[config.mk]
export PLATFORM = sky130hd
export DESIGN_NAME = memory_writeback_cycle
export DESIGN_NICKNAME = d
export VERILOG_FILES = /design/src/rtl/riscv_pkg.sv /design/src/rtl/floprc.sv /design/src/rtl/lsu_align.sv /design/src/rtl/memory_writeback_cycle.sv
export SDC_FILE = /design/constraint.sdc
export NUM_CORES = 1
export LEC_CHECK = 0
export ABC_AREA = 0
export BUFFER_PORTS_ARGS = -buffer_cell sky130_fd_sc_hd__clkbuf_2
export CAP_MARGIN = 20
export CORE_ASPECT_RATIO = 1.5
export CORE_MARGIN = 5
export CORE_UTILIZATION = 48
export DETAILED_ROUTE_END_ITERATION = 10
export PLACE_DENSITY = 0.78
export SYNTH_ARGS = -nofsm -noshare
export SYNTH_HDL_FRONTEND = slang
export SYNTH_SLANG_ARGS = --single-unit
[constraint.sdc]
create_clock -name clk -period 3.88 [get_ports clk]
set_input_delay 0.388 -clock clk [delete_from_list [all_inputs] [get_ports clk]]
set_output_delay 0.388 -clock clk [all_outputs]
set_load 0.01 [all_outputs]
[src/rtl/riscv_pkg.sv]
// Shared encodings for the Memory/Writeback slice: result-select codes,
// load/store size codes and the load/store unit FSM state type.
package riscv_pkg;

    localparam logic [1:0] RES_ALU  = 2'b00;
    localparam logic [1:0] RES_LOAD = 2'b01;
    localparam logic [1:0] RES_PC4  = 2'b10;

    localparam logic [2:0] F3_B  = 3'b000;
    localparam logic [2:0] F3_H  = 3'b001;
    localparam logic [2:0] F3_W  = 3'b010;
    localparam logic [2:0] F3_BU = 3'b100;
    localparam logic [2:0] F3_HU = 3'b101;

    typedef enum logic [1:0] {
        IDLE     = 2'b00,
        WAIT_GNT = 2'b01,
        WAIT_RD  = 2'b10
    } lsu_state_t;

endpackage

[src/rtl/floprc.sv]
// Resettable flop with synchronous clear; clear loads zero (pipeline bubble).
module floprc #(
    parameter int WIDTH = 8
) (
    input  logic             clk,
    input  logic             rst,
    input  logic             clear,
    input  logic [WIDTH-1:0] d,
    output logic [WIDTH-1:0] q
);

    always_ff @(posedge clk or posedge rst) begin
        if (rst)
            q <= '0;
        else if (clear)
            q <= '0;
        else
            q <= d;
    end

endmodule

[src/rtl/lsu_align.sv]
// Combinational lane logic: byte enables, store replication, load extraction
// and misalignment detection. Unsupported size codes behave as word accesses.
module lsu_align
    import riscv_pkg::*;
(
    input  logic        mem_op,
    input  logic        is_store,
    input  logic [2:0]  funct3,
    input  logic [1:0]  addr_lo,
    input  logic [31:0] store_data,
    input  logic [31:0] load_word,
    output logic [3:0]  be,
    output logic [31:0] wdata,
    output logic [31:0] rdata_ext,
    output logic        misalign
);

    logic        is_byte;
    logic        is_half;
    logic [4:0]  shamt;
    logic [31:0] shifted;

    always_comb begin
        is_byte = (funct3 == F3_B) || (!is_store && funct3 == F3_BU);
        is_half = (funct3 == F3_H) || (!is_store && funct3 == F3_HU);
        shamt   = {addr_lo, 3'b000};
        shifted = load_word >> shamt;

        be        = 4'b1111;
        wdata     = store_data;
        rdata_ext = shifted;
        misalign  = 1'b0;

        if (is_byte) begin
            be        = 4'b0001 << addr_lo;
            wdata     = {4{store_data[7:0]}};
            rdata_ext = funct3[2] ? {24'd0, shifted[7:0]}
                                  : {{24{shifted[7]}}, shifted[7:0]};
        end else if (is_half) begin
            be        = 4'b0011 << {addr_lo[1], 1'b0};
            wdata     = {2{store_data[15:0]}};
            rdata_ext = funct3[2] ? {16'd0, shifted[15:0]}
                                  : {{16{shifted[15]}}, shifted[15:0]};
            misalign  = mem_op && addr_lo[0];
        end else begin
            misalign  = mem_op && (addr_lo != 2'b00);
        end
    end

endmodule

[src/rtl/memory_writeback_cycle.sv]
// Memory stage load/store unit with request/grant/rvalid handshake and the
// MEM/WB pipeline register feeding the register-file write port.
module memory_writeback_cycle
    import riscv_pkg::*;
#(
    parameter int XLEN = 32
) (
    input  logic            clk,
    input  logic            rst,
    input  logic            RegWriteM,
    input  logic [1:0]      ResultSrcM,
    input  logic            MemWriteM,
    input  logic [2:0]      funct3M,
    input  logic [4:0]      RdM,
    input  logic [XLEN-1:0] ALUResultM,
    input  logic [XLEN-1:0] WriteDataM,
    input  logic [XLEN-1:0] PCPlus4M,
    output logic            dmem_req,
    output logic            dmem_we,
    output logic [XLEN-1:0] dmem_addr,
    output logic [XLEN-1:0] dmem_wdata,
    output logic [3:0]      dmem_be,
    input  logic            dmem_gnt,
    input  logic            dmem_rvalid,
    input  logic [XLEN-1:0] dmem_rdata,
    output logic            StallM,
    output logic            MisalignM,
    output logic            RegWriteW,
    output logic [4:0]      RdW,
    output logic [XLEN-1:0] ResultW
);

    lsu_state_t      state;
    logic            mem_op;
    logic            is_load;
    logic            misalign_raw;
    logic            bubble;
    logic [XLEN-1:0] load_ext;
    logic [1:0]      ResultSrcW;
    logic [XLEN-1:0] ALUResultW;
    logic [XLEN-1:0] ReadDataW;
    logic [XLEN-1:0] PCPlus4W;

    assign mem_op  = MemWriteM || (ResultSrcM == RES_LOAD);
    assign is_load = !MemWriteM && (ResultSrcM == RES_LOAD);

    lsu_align u_align (
        .mem_op     (mem_op),
        .is_store   (MemWriteM),
        .funct3     (funct3M),
        .addr_lo    (ALUResultM[1:0]),
        .store_data (WriteDataM),
        .load_word  (dmem_rdata),
        .be         (dmem_be),
        .wdata      (dmem_wdata),
        .rdata_ext  (load_ext),
        .misalign   (misalign_raw)
    );

    assign dmem_addr = ALUResultM;
    assign dmem_we   = dmem_req && MemWriteM;

    // Handshake outputs are gated by rst so reset takes effect in the same cycle.
    always_comb begin
        dmem_req  = 1'b0;
        StallM    = 1'b0;
        MisalignM = 1'b0;
        if (!rst) begin
            unique case (state)
                IDLE, WAIT_GNT: begin
                    MisalignM = (state == IDLE) && misalign_raw;
                    dmem_req  = mem_op && !misalign_raw;
                    StallM    = dmem_req && (is_load || !dmem_gnt);
                end
                WAIT_RD: StallM = !dmem_rvalid;
                default: ;
            endcase
        end
    end

    always_ff @(posedge clk or posedge rst) begin
        if (rst) begin
            state <= IDLE;
        end else begin
            unique case (state)
                IDLE, WAIT_GNT: begin
                    if (!dmem_req)
                        state <= IDLE;
                    else if (!dmem_gnt)
                        state <= WAIT_GNT;
                    else if (is_load)
                        state <= WAIT_RD;
                    else
                        state <= IDLE;
                end
                WAIT_RD: if (dmem_rvalid) state <= IDLE;
                default: state <= IDLE;
            endcase
        end
    end

    // MEM/WB boundary: stalls and misaligned accesses insert a bubble.
    assign bubble = StallM || MisalignM;

    floprc #(.WIDTH(1)) u_regwrite (
        .clk(clk), .rst(rst), .clear(bubble),
        .d(RegWriteM && (RdM != 5'd0)), .q(RegWriteW)
    );
    floprc #(.WIDTH(5)) u_rd (
        .clk(clk), .rst(rst), .clear(bubble), .d(RdM), .q(RdW)
    );
    floprc #(.WIDTH(2)) u_resultsrc (
        .clk(clk), .rst(rst), .clear(bubble), .d(ResultSrcM), .q(ResultSrcW)
    );
    floprc #(.WIDTH(XLEN)) u_aluresult (
        .clk(clk), .rst(rst), .clear(bubble), .d(ALUResultM), .q(ALUResultW)
    );
    floprc #(.WIDTH(XLEN)) u_readdata (
        .clk(clk), .rst(rst), .clear(bubble), .d(load_ext), .q(ReadDataW)
    );
    floprc #(.WIDTH(XLEN)) u_pcplus4 (
        .clk(clk), .rst(rst), .clear(bubble), .d(PCPlus4M), .q(PCPlus4W)
    );

    always_comb begin
        unique case (ResultSrcW)
            RES_LOAD: ResultW = ReadDataW;
            RES_PC4:  ResultW = PCPlus4W;
            default:  ResultW = ALUResultW;
        endcase
    end

endmodule

== Yosys cells after proc, flatten, opt, wreduce, memory -nomap -nowiden ==
Index checks and enable logic that the tools add are counted.

* Reduce and logical (&&, ||, !) cells: 24
* Multiplexer cells: 28
* Equal/unequal tests: 9
* Shift-type cells: 3

{| class="wikitable"
|+ Operator list
! cell !! count
|-
| two-way mux 32 bit || 9
|-
| case mux 32 bit (2 select lines) || 1
|-
| >> shifter 32 x 5 -> 32 bit || 1
|-
| logical AND 1 bit || 10
|-
| two-way mux 2 bit || 5
|-
| two-way mux 1 bit || 8
|-
| two-way mux 4 bit || 2
|-
| equality test 2 x 1 -> 1 bit (second input constant) || 3
|-
| equality test 3 bit (second input constant) || 2
|-
| logical OR 1 bit || 5
|-
| two-way mux 5 bit || 1
|-
| nonzero test 5 bit || 1
|-
| equality test 2 bit (second input constant) || 2
|-
| zero test 1 bit || 4
|-
| case mux 2 bit (2 select lines) || 1
|-
| << shifter 1 x 2 -> 4 bit (first input constant) || 1
|-
| << shifter 2 x 2 -> 4 bit (first input constant) || 1
|-
| equality test 3 x 1 -> 1 bit (second input constant) || 1
|-
| zero test 3 bit || 1
|-
| zero test 2 bit || 1
|-
| != test 2 bit (second input constant) || 1
|-
| case mux 1 bit (2 select lines) || 1
|-
| nonzero test 2 bit || 1
|-
| OR reduction 2 bit || 1
|}

* Logic and storage cells: 71
* Output and inout bits: 110
* Bits of input ports: 144
* Register bits after elaboration: 106

== Longest topological paths before layout ==
Gate-level depths: netlist of run 1.

* Word-level depth: 12
* Depth in mapped cells: 7
* Gate-level depth less buffers: 4

== By module ==
From an unflattened synthesis of run 1, not the netlist that was laid out.

* Cells, all modules: 552
* Area, all modules: 5,626.6 µm²

{| class="wikitable"
|+ Modules (own cells, without submodules)
! module !! seq. area each (µm²) !! instances !! area an instance (µm²) !! cells an instance
|-
| floprc at u_aluresult ... || 800.8 || 3 || 1,027.2 || 68
|-
| lsu_align || 0.0 || 1 || 1,244.9 || 158
|-
| memory_writeback_cycle || 50.0 || 1 || 1,031.0 || 171
|-
| floprc at u_rd || 125.1 || 1 || 160.2 || 11
|-
| floprc at u_resultsrc || 50.0 || 1 || 66.3 || 5
|-
| floprc at u_regwrite || 25.0 || 1 || 42.5 || 3
|}

== Least setup slack after synthesis of run 1 ==
Ideal clock, no wire load.

* Path kind: input to output
* Start: in funct3M[2]
* End: out dmem_we
* Path buffers: 2
* Stages: 6
* Required time: 3.492 ns
* Data arrival time: 1.601 ns
* Setup slack: 1.891 ns
* Cells stage by stage: buf_2 -> a211oi_2 -> buf_2 -> nor2_1 -> a21oi_1 -> and2_1

* Word-level cells in the longest chain between the ends: 10
* Elaborated cells on any way between the ends: 15
* Classes of those cells: 3 x eq/ne; 4 x mux; 8 x reduce/logical

{| class="wikitable"
|+ RTL lines
! element !! line !! RTL
|-
| start: declaration || memory_writeback_cycle.sv:13 || <nowiki>input logic [2:0] funct3M,</nowiki>
|-
| equality test 3 bit || lsu_align.sv:25 || <nowiki>is_half = (funct3 == F3_H) || (!is_store && funct3 == F3_HU);</nowiki>
|-
| logical AND 1 bit || lsu_align.sv:25 ||
|-
| logical OR 1 bit || lsu_align.sv:25 ||
|-
| two-way mux 1 bit || lsu_align.sv:39 || <nowiki>end else if (is_half) begin</nowiki>
|-
| two-way mux 1 bit * || lsu_align.sv:34 || <nowiki>if (is_byte) begin</nowiki>
|-
| zero test 1 bit * || memory_writeback_cycle.sv:72 || <nowiki>dmem_req = mem_op && !misalign_raw;</nowiki>
|-
| logical AND 1 bit * || memory_writeback_cycle.sv:72 ||
|-
| two-way mux 1 bit * || memory_writeback_cycle.sv:69 || <nowiki>unique case (state)</nowiki>
|-
| two-way mux 1 bit * || memory_writeback_cycle.sv:68 || <nowiki>if (!rst) begin</nowiki>
|-
| via dmem_req || memory_writeback_cycle.sv:18 || <nowiki>output logic dmem_req,</nowiki>
|-
| logical AND 1 bit * || memory_writeback_cycle.sv:61 || <nowiki>assign dmem_we = dmem_req && MemWriteM;</nowiki>
|-
| end: declaration || memory_writeback_cycle.sv:19 || <nowiki>output logic dmem_we,</nowiki>
|}

Mark *: on every way through the listed nets, which the timed path passes. The rest lies on a longest branch.

== Final worst setup path of run 1 ==
* Start: reg u_resultsrc.q[1]
* End: out ResultW[25]

* Word-level cells in the longest chain between the ends: 2
* Elaborated cells on any way between the ends: 3
* Classes of those cells: 2 x eq/ne; 1 x mux

{| class="wikitable"
|+ RTL lines
! element !! line !! RTL
|-
| start: declaration || floprc.sv:9 || <nowiki>output logic [WIDTH-1:0] q</nowiki>
|-
| start signal: assignment || floprc.sv:14 || <nowiki>q <= '0;</nowiki>
|-
| start signal: assignment || floprc.sv:16 || <nowiki>q <= '0;</nowiki>
|-
| start signal: assignment || floprc.sv:18 || <nowiki>q <= d;</nowiki>
|-
| equality test 2 bit or equality test 2 x 1 -> 1 bit (tied branches) || memory_writeback_cycle.sv:126 || <nowiki>unique case (ResultSrcW)</nowiki>
|-
| case mux 32 bit (2 select lines) * || memory_writeback_cycle.sv:126 ||
|-
| end: declaration || memory_writeback_cycle.sv:30 || <nowiki>output logic [XLEN-1:0] ResultW</nowiki>
|}

Every way passes the cells marked *; elsewhere a longest branch is shown, timed or not.

==> results, run 1 <==
- After synthesis, the share of flip-flops with an asynchronous set or reset is 1.00.
- The total number of H-tree levels is 3.
- The post-CTS setup buffer count is 0.
- The largest voltage drop on the vdd net is around 0.21 mV.
- The worst register-to-register path has a depth of 4.
- The number of buffers and inverters on the critical path is 1.
- The number of clock buffers added by TritonCTS is 9.
- The chip width is just under 100 um.
- Of the post-synthesis cell area, the dominant cell type holds 0.471.
- The clock-pin transition on the worst setup and hold timing paths is around 0.070 ns.
- The count of buffers from port buffering is approximately 250.
- Entering global routing, the biggest net connects 66 pins.
- The max-slew violation total from the final report is 0.
- For this design the ratio of total power to cell area is approximately 400 nW/um^2.
- In the final layout, the share of cells above drive strength 1 is 0.400.
- Summing over every cut layer, the via total after detailed routing is approximately 5100.
- Overall power consumption after layout is estimated at ~0.0028 W.
- The effective utilization at floorplan is 0.488.
- The overall overflow remaining after global route is 0.
- The post-place setup slack is ~1.1 ns.
- Clock tree synthesis found a total of about 110 sinks.
- At the pin with the least slew margin, the transition time is ~0.96 ns.
- STA classifies the critical path endpoint as an output port.
- The critical path required time is about 3.5 ns.
- In this run the tightest slew margin relative to its limit is 0.363.
- The number of detailed-routing iterations run before antenna repair is 4.
- The congestion estimate from routability-driven global placement came to ~0.94.
- The number of antenna violations at the first check in global routing is 0.
- The number of DRC markers in iteration 0 is 306.
- Traced cell by cell, the critical path runs through ha_2 > nand2_1 > o21ai_0 > clkbuf_2.
- The via count of the first global-routing pass came to about 5400.
- The largest driver fanout on the critical path is 64.
- The run finished with clean final reports.
- The number of vias per cell is ~5.6.
- The final number of setup-violating endpoints is 0.
- In the post-synthesis netlist, the cell with the most instances is dfrtp_1.
- The initialized floorplan defines 48 standard-cell rows.
- Across the run, the number of max-cap violations was 0.
- The Yosys step of the flow raised 0 warnings.
- The category of cells accounting for the largest share of critical-path delay is adder cells.
- The post-route antenna net violation count is 0.
- The mean post-synth cell area is about 10 sq um.
- Counting tap cells, the placed design contains a total of 896 instances.
- The mapped netlist covers 5630 sq um.
- The setup clock skew after layout is around 0.010 ns.
- The die covers between 10000 and 15000 sq um.
- 0 antenna diodes ended up in the layout.
- The average wire per cell in the routed design is a little under 20 um.
- Dividing the final minimum period by the clock period gives 0.671.
- The longest clock path from root to sink contains 2 buffers.
- The nature of the critical path startpoint is a flip-flop.
- The count of final hold-check violations is 0.
- The overall die height is ~140 um.
- After synthesis, the cell types taking the most area are dfrtp_1 47%, nor3b_1 9.6%, buf_4 6.3%.
- After floorplanning, the core was sized to cover between 10000 and 15000 sq um.
- The number of enable flip-flop cells after synthesis is 0.
- The clock period could shrink to 2.60 ns.
- The proportion of synthesized chip area in sequential cells is 0.471.
- The slowest cell on the critical path is ha_2.
- The root buffer cell is clkbuf_16.
- Counting instances, the worst hold path has a depth of 2.
- For this design the top-level I/O count stands at roughly 250.
- The first-pass GRT wire length is ~28 mm.
- The critical path depth in cells is 4.
- The number of hold buffers added after CTS was 0.
- Setup repair after global routing left no endpoint under its margin.
- STA puts the critical path data arrival time at about 2.2 ns.
- When the netlist entered floorplanning its net count stood at 723.
- Across every metal layer, demand over resource in global routing totals 0.252.
- The post-layout instance count excluding filler cells is just over 900.
- The final routed DRC violation total is 0.
- The delay of the slowest critical-path stage is approximately 0.96 ns.
- After clock tree synthesis, the repair step resized 0 gates.
- The final setup slack of the worst path is roughly 1.3 ns.
- The post-synthesis sequential element count is around 110.
- The overall routed net length is roughly 18 mm.
- dfrtp_1 takes more of the synthesized area than any other cell.
- The commonest cells after synthesis are 106 x dfrtp_1, 73 x nand2_1, 72 x nor3b_1, 47 x buf_4, 36 x o21ai_0.
- The area growth from synthesis to layout is 24.1%.
- Among all flip-flop cells after synthesis, the most frequent one is dfrtp_1.
- TritonCTS built the clock tree.
- The leakage component of the power is 3.39 nW.
- The synthesized netlist cell count is between 500 and 600.
- The worst min-delay path category is primary input to flip-flop.
- The distinct cell type count of the synthesized netlist is 39.
- The final net count is 905.
- The setup path with the least slack is of type flip-flop to output port.
- Summed over all nets, the half-perimeter wirelength after detailed placement is 13.8 mm.
- The sum of negative setup slack is 0 ns.
- Clock latency on the worst-skew pair, taken at its later pin, is about 0.34 ns.
- The achievable frequency is roughly 380 MHz.
## metal layers
layer | vias to the layer above | track usage | share of wire
li1 | 2377 | - | -
met1 | 2434 | 0.293 | 0.37
met2 | 238 | 0.441 | 0.52
met3 | 41 | 0.0591 | 0.069
met4 | 0 | 0.110 | 0.034
met5 | - | 0 | 0
## where the power goes
part	internal, W	switching [W]
Combinational	0.000262	0.000384
Sequential	0.00120	0.0000352
Clock	0.000519	0.000398
Total	0.00198	0.000817
## worst register-to-register path, cell delays in order, from the launching register on
cell and delay, ns:
dfrtp_1 0.41, a2111o_1 0.41, a31oi_4 0.48, buf_4 0.40, nor3_1 0.13
## cell type report
cell class / instances / area [sq um]
inverter: 5 / 21.3
fill: 1040 / 4540
tap: 150 / 188
clock inverter: 5 / 63.8
sequential: 106 / 2650
clock buffer: 10 / 239
multi-input combinational: 372 / 2430
timing repair buffer: 265 / 1390
## final timing paths
kind	start	endpoint	slack, ns
max in group asynchronous	rst	u_aluresult.q[22]$_DFF_PP0_	2.73
min reg2reg	state[1]$_DFFE_PP0P_	state[1]$_DFFE_PP0P_	0.58
max	u_resultsrc.q[1]$_DFF_PP0_	ResultW[25]	1.28
min	PCPlus4M[3]	u_pcplus4.q[3]$_DFF_PP0_	0.28
min in group asynchronous	rst	u_readdata.q[2]$_DFF_PP0_	0.32
max reg2reg	state[0]$_DFFE_PP0P_	u_readdata.q[13]$_DFF_PP0_	1.89
## metrics by stage
step                      hold slack [ns]   util  cell area (sq um)
after floorplan                     0.511      -               5630
after CTS                           0.267  0.602               6940
final                               0.279  0.606               6990
after global placement              0.541  0.576               6640
after global routing                0.265  0.606               6990
after detailed placement            0.558  0.576               6640
## layout by cell type, fill, tap and decap left out, drive strengths merged, types with 6 or more instances in the layout
cell       n
mux2i     17
a2111oi    7
inv        6
nor3b     73
dfrtp    106
buf       12
nor3      10
a211oi    31
o21ai     38
nand2     73
nor2      27
nor2b     10
mux2      16
a22oi     33
clkbuf   263
a21oi     14
## flip-flops by register name, summed over array words and instances, names as in the netlist
| name | flops |
|---|---|
| state | 2 |
| u_aluresult.q | 32 |
| u_resultsrc.q | 2 |
| u_pcplus4.q | 32 |
| u_rd.q | 5 |
| u_regwrite.q | 1 |
| u_readdata.q | 32 |
## kinds of logic (layout without fill, tap and decap cells)
group	Yosys count	in the layout	synth area share
mux	34	34	0.0662
compound gates	134	134	0.161
buf+inv	99	285	0.101
simple gates	201	201	0.195
fa+ha+maj	2	2	0.00444
xor+xnor	1	1	0.00156
flops	106	106	0.471
Power figures use the tool's default switching activity.
==> inputs of run 2 (changes only) <==
--- a/config.mk
+++ b/config.mk
@@ -10,9 +10,9 @@
 export CAP_MARGIN = 20
 export CORE_ASPECT_RATIO = 1.5
 export CORE_MARGIN = 5
-export CORE_UTILIZATION = 48
+export CORE_UTILIZATION = 43
 export DETAILED_ROUTE_END_ITERATION = 10
-export PLACE_DENSITY = 0.78
+export PLACE_DENSITY = 0.74
 export SYNTH_ARGS = -nofsm -noshare
 export SYNTH_HDL_FRONTEND = slang
 export SYNTH_SLANG_ARGS = --single-unit
==> constraint.sdc (replaced) <==
create_clock -name clk -period 2.2 [get_ports clk]
set_input_delay 0.22 -clock clk [delete_from_list [all_inputs] [get_ports clk]]
set_output_delay 0.22 -clock clk [all_outputs]
set_load 0.01 [all_outputs]
==> run 2 against run 1 <==
  * Routed wire length increased by 2.0%
  * Core utilization fell by 5.5 points
  * Clock power increased by 73%
  * Non-clock buffer count grew 11
  * Critical path depth rose by 2
  * Critical path type unchanged
  * Worst setup slack lost 1.2 ns
  * Total power up 78%
==> results, run 2 (same netlist as run 1, synthesis figures left out) <==
- The vias after detailed routing came to 5123 (+0.65%).
- The clock-pin transition on the worst setup and hold timing paths came to 0.07 ns (about the same).
- The cell area reported after detailed placement is 6840 sq um (+3.0%).
- The global-route total usage across every layer came to 0.237 (-0.0144).
- The number of buffers added by the clock tree synthesis step is 9 (unchanged).
- The sum of negative setup slack is 0 ns (unchanged).
- The worst path buffer plus inverter count is 3 (+2).
- The number of DRC markers in iteration 0 is 265 (-13%).
- The largest registers in the layout are u_aluresult.q (32), u_pcplus4.q (32), u_readdata.q (32).
- The number of antenna violations at the first check in global routing came to 0 (unchanged).
- The slowest cell on the critical path is dfrtp_1.
- The TritonCTS sink count came to 106 (unchanged).
- The max-slew violation total from the final report is 0 (unchanged).
- The count of final hold-check violations was 0 (unchanged).
- In this run the critical register-to-register path is launched from state[0]$_DFFE_PP0P_.
- The worst min-delay path category is primary input to asynchronous set/reset pin.
- The buffer depth of the longest clock path is 2 (unchanged).
- The floorplan core area was 13000 sq um (+12%).
- The total power draw came to 0.00497 W (+78%).
- The largest driver fanout on the critical path is 22 (-66%).
- The pin count of the biggest net entering global routing is 90 (+36%).
- TritonCTS built the clock tree.
- The average wire per cell in the routed design was 19.5 um (-0.29%).
- Walking the worst path, the cells encountered are inv_1 > ha_1 > buf_4 > a22oi_1 > o21ai_0 > clkbuf_2.
- The overall overflow remaining after global route came to 0 (unchanged).
- The count of buffers from port buffering is 253 (unchanged).
- The internal reg-to-reg setup slack is 0.44 ns (-1.45 ns).
- The leading cell type in the layout, fill and taps excluded is clkbuf_2.
- The largest voltage drop on the vdd net is 0.353 mV (+70%).
- The number of fillers in the final layout is 1202 (+16%).
- The die outline area is 15500 sq um (+11%).
- The final routed DRC violation total is 0 (unchanged).
- The met1 layer wirelength in the final routing is 6.83 mm (+2.4%).
- The achievable frequency is 483 MHz.
- The overall routed net length was 18.2 mm (+2.0%).
- The worst register-to-register path ends at u_readdata.q[4]$_DFF_PP0_.
- The count of boundary I/O pins is 254 (unchanged).
- The transition time at the pin with the least slew margin was 0.664 ns (-0.292 ns).
- The total number of H-tree levels is 3 (unchanged).
- The first-pass GRT wire length is 28.1 mm (+1.0%).
- The critical path required time is 1.98 ns (-1.51 ns).
- The number of vias per cell is 5.49 (-1.6%).
- The final setup slack of the worst path was 0.128 ns (-1.15 ns).
- The final number of setup-violating endpoints is 0 (unchanged).
- The routability-driven placement congestion ratio came to 0.880 (-6.2%).
- The count of inserted antenna diode cells was 0 (unchanged).
- The leakage component of the power was 3.45 nW (+1.7%).
- The worst setup path endpoint is ResultW[31].
- The ratio of final minimum period to clock period is 0.942.
- The chip width is 103 um (+5.1%).
- The area of all placed cells without fillers is 7140 sq um (+2.2%).
- The number of rows created at floorplan was 51 (+6.3%).
- The flow ran to the end, and the final reports show no timing, DRC or antenna violations.
- The nature of the critical path startpoint is a flip-flop.
- The headroom to the max-slew limit is 0.546 (+0.183).
- The overall die height is 150 um (+5.3%).
- The number of detailed-routing iterations run before antenna repair is 4 (unchanged).
- The final net count was 916 (+1.2%).
- From synthesis to final layout, the design area changed by 26.8%.
- The top cell types in the final layout, fill and taps aside, are 253 x clkbuf_2, 106 x dfrtp_1, 73 x nand2_1, 72 x nor3b_1, 36 x o21ai_0.
- Setup repair after global routing left no endpoint under its margin.
- The proportion of layout cells with a drive suffix above 1 is 0.408 (+0.00800).
- The insertion delay of the later-clocked pin in the worst-skew pair was 0.35 ns (about the same).
- The routed length on met2 is 9.48 mm (+1.2%).
- The startpoint-to-endpoint class of the critical path is flip-flop to output port.
- The critical path depth in cells was 6 (+2).
- The highest metal layer with signal wires is met4.
- The post-route antenna net violation count is 0 (unchanged).
- The wire length on met3 is 1.21 mm (-1.9%).
- The power density over the cells came to 696 nW/um^2 (+74%).
- The effective utilization at floorplan is 0.435 (-0.0536).
- The post-place setup slack is 0.118 ns (-1.01 ns).
- The most critical setup path has its startpoint at u_resultsrc.q[1]$_DFF_PP0_.
- The via count of the first global-routing pass is 5330 (-0.52%).
- The worst path in the final design needs a cycle of 2.07 ns, including I/O delays and setup.
- The setup clock skew after layout is 0.0116 ns (+0.00151 ns).
- The number of maximum-capacitance constraint violations came to 0 (unchanged).
- The category of cells accounting for the largest share of critical-path delay is buffers and inverters.
- The critical path arrival was 1.85 ns (-0.36 ns).
- The root buffer cell chosen for the clock tree is clkbuf_16.
- The detailed-placement wirelength estimate was 14.4 mm (+4.1%).
- The count of cells along the worst register-to-register path is 5 (+1).
- The delay of the slowest critical-path stage was 0.41 ns (-0.55 ns).
- The capturing element type of the critical path is an output port.
-- run 2: cell types whose count changed in the layout (fill, tap and decap cells not counted), moves of 2 or more --
cell	previous run	this run
buf_12	1	7
buf_4	10	16
clkinv_4	2	0
clkinvlp_4	1	4
-- run 2: worst min path at each step --
stage	from	to	slack (ns)	cells after the start
floorplan	RegWriteM	u_regwrite.q$_DFF_PP0_	0.36	2
global placement	rst	u_rd.q[1]$_DFF_PP0_	0.39	2
detailed placement	rst	state[0]$_DFFE_PP0P_	0.40	2
CTS	rst	state[0]$_DFFE_PP0P_	0.03	2
global route	rst	state[0]$_DFFE_PP0P_	0.08	2
finish	rst	u_rd.q[0]$_DFF_PP0_	0.03	2
-- run 2: area by class of cell --
cell class,count,area [sq um],area share
repair buffers,276,1530,0.214
well taps,159,199,0.0279
flip-flops and latches,106,2650,0.371
multi-input cells,372,2440,0.342
clock inverters,6,66.3,0.00929
clock buffers,10,229,0.0321
inverters,5,22.5,0.00315
-- run 2: through the flow --
stage,hold WS [ns],utilization,cells
final,0.0317,0.551,934
after detailed placement,0.403,0.528,918
after CTS,0.0342,0.551,934
after floorplan,0.355,-,577
after global routing,0.0807,0.551,934
after global placement,0.390,0.528,918
-- run 2: timing repair --
| item | 4_1_cts | 5_1_grt |
|---|---|---|
| setup endpoints to repair | 1 | 0 |
| resized for setup | 1 | 0 |
| buffers inserted | 0 | 0 |
| hold buffers | 0 | 0 |
-- run 2: where the power goes --
| group | internal, W | switching, W |
|---|---|---|
| clock network | 0.000885 | 0.000708 |
| logic | 0.000508 | 0.000694 |
| registers | 0.00212 | 0.0000590 |
-- run 2: routing by layer --
layer | up-vias | global-route usage
met5 | - | 0
met4 | 0 | 0.110
met3 | 36 | 0.0385
met2 | 254 | 0.406
met1 | 2439 | 0.286
li1 | 2394 | -
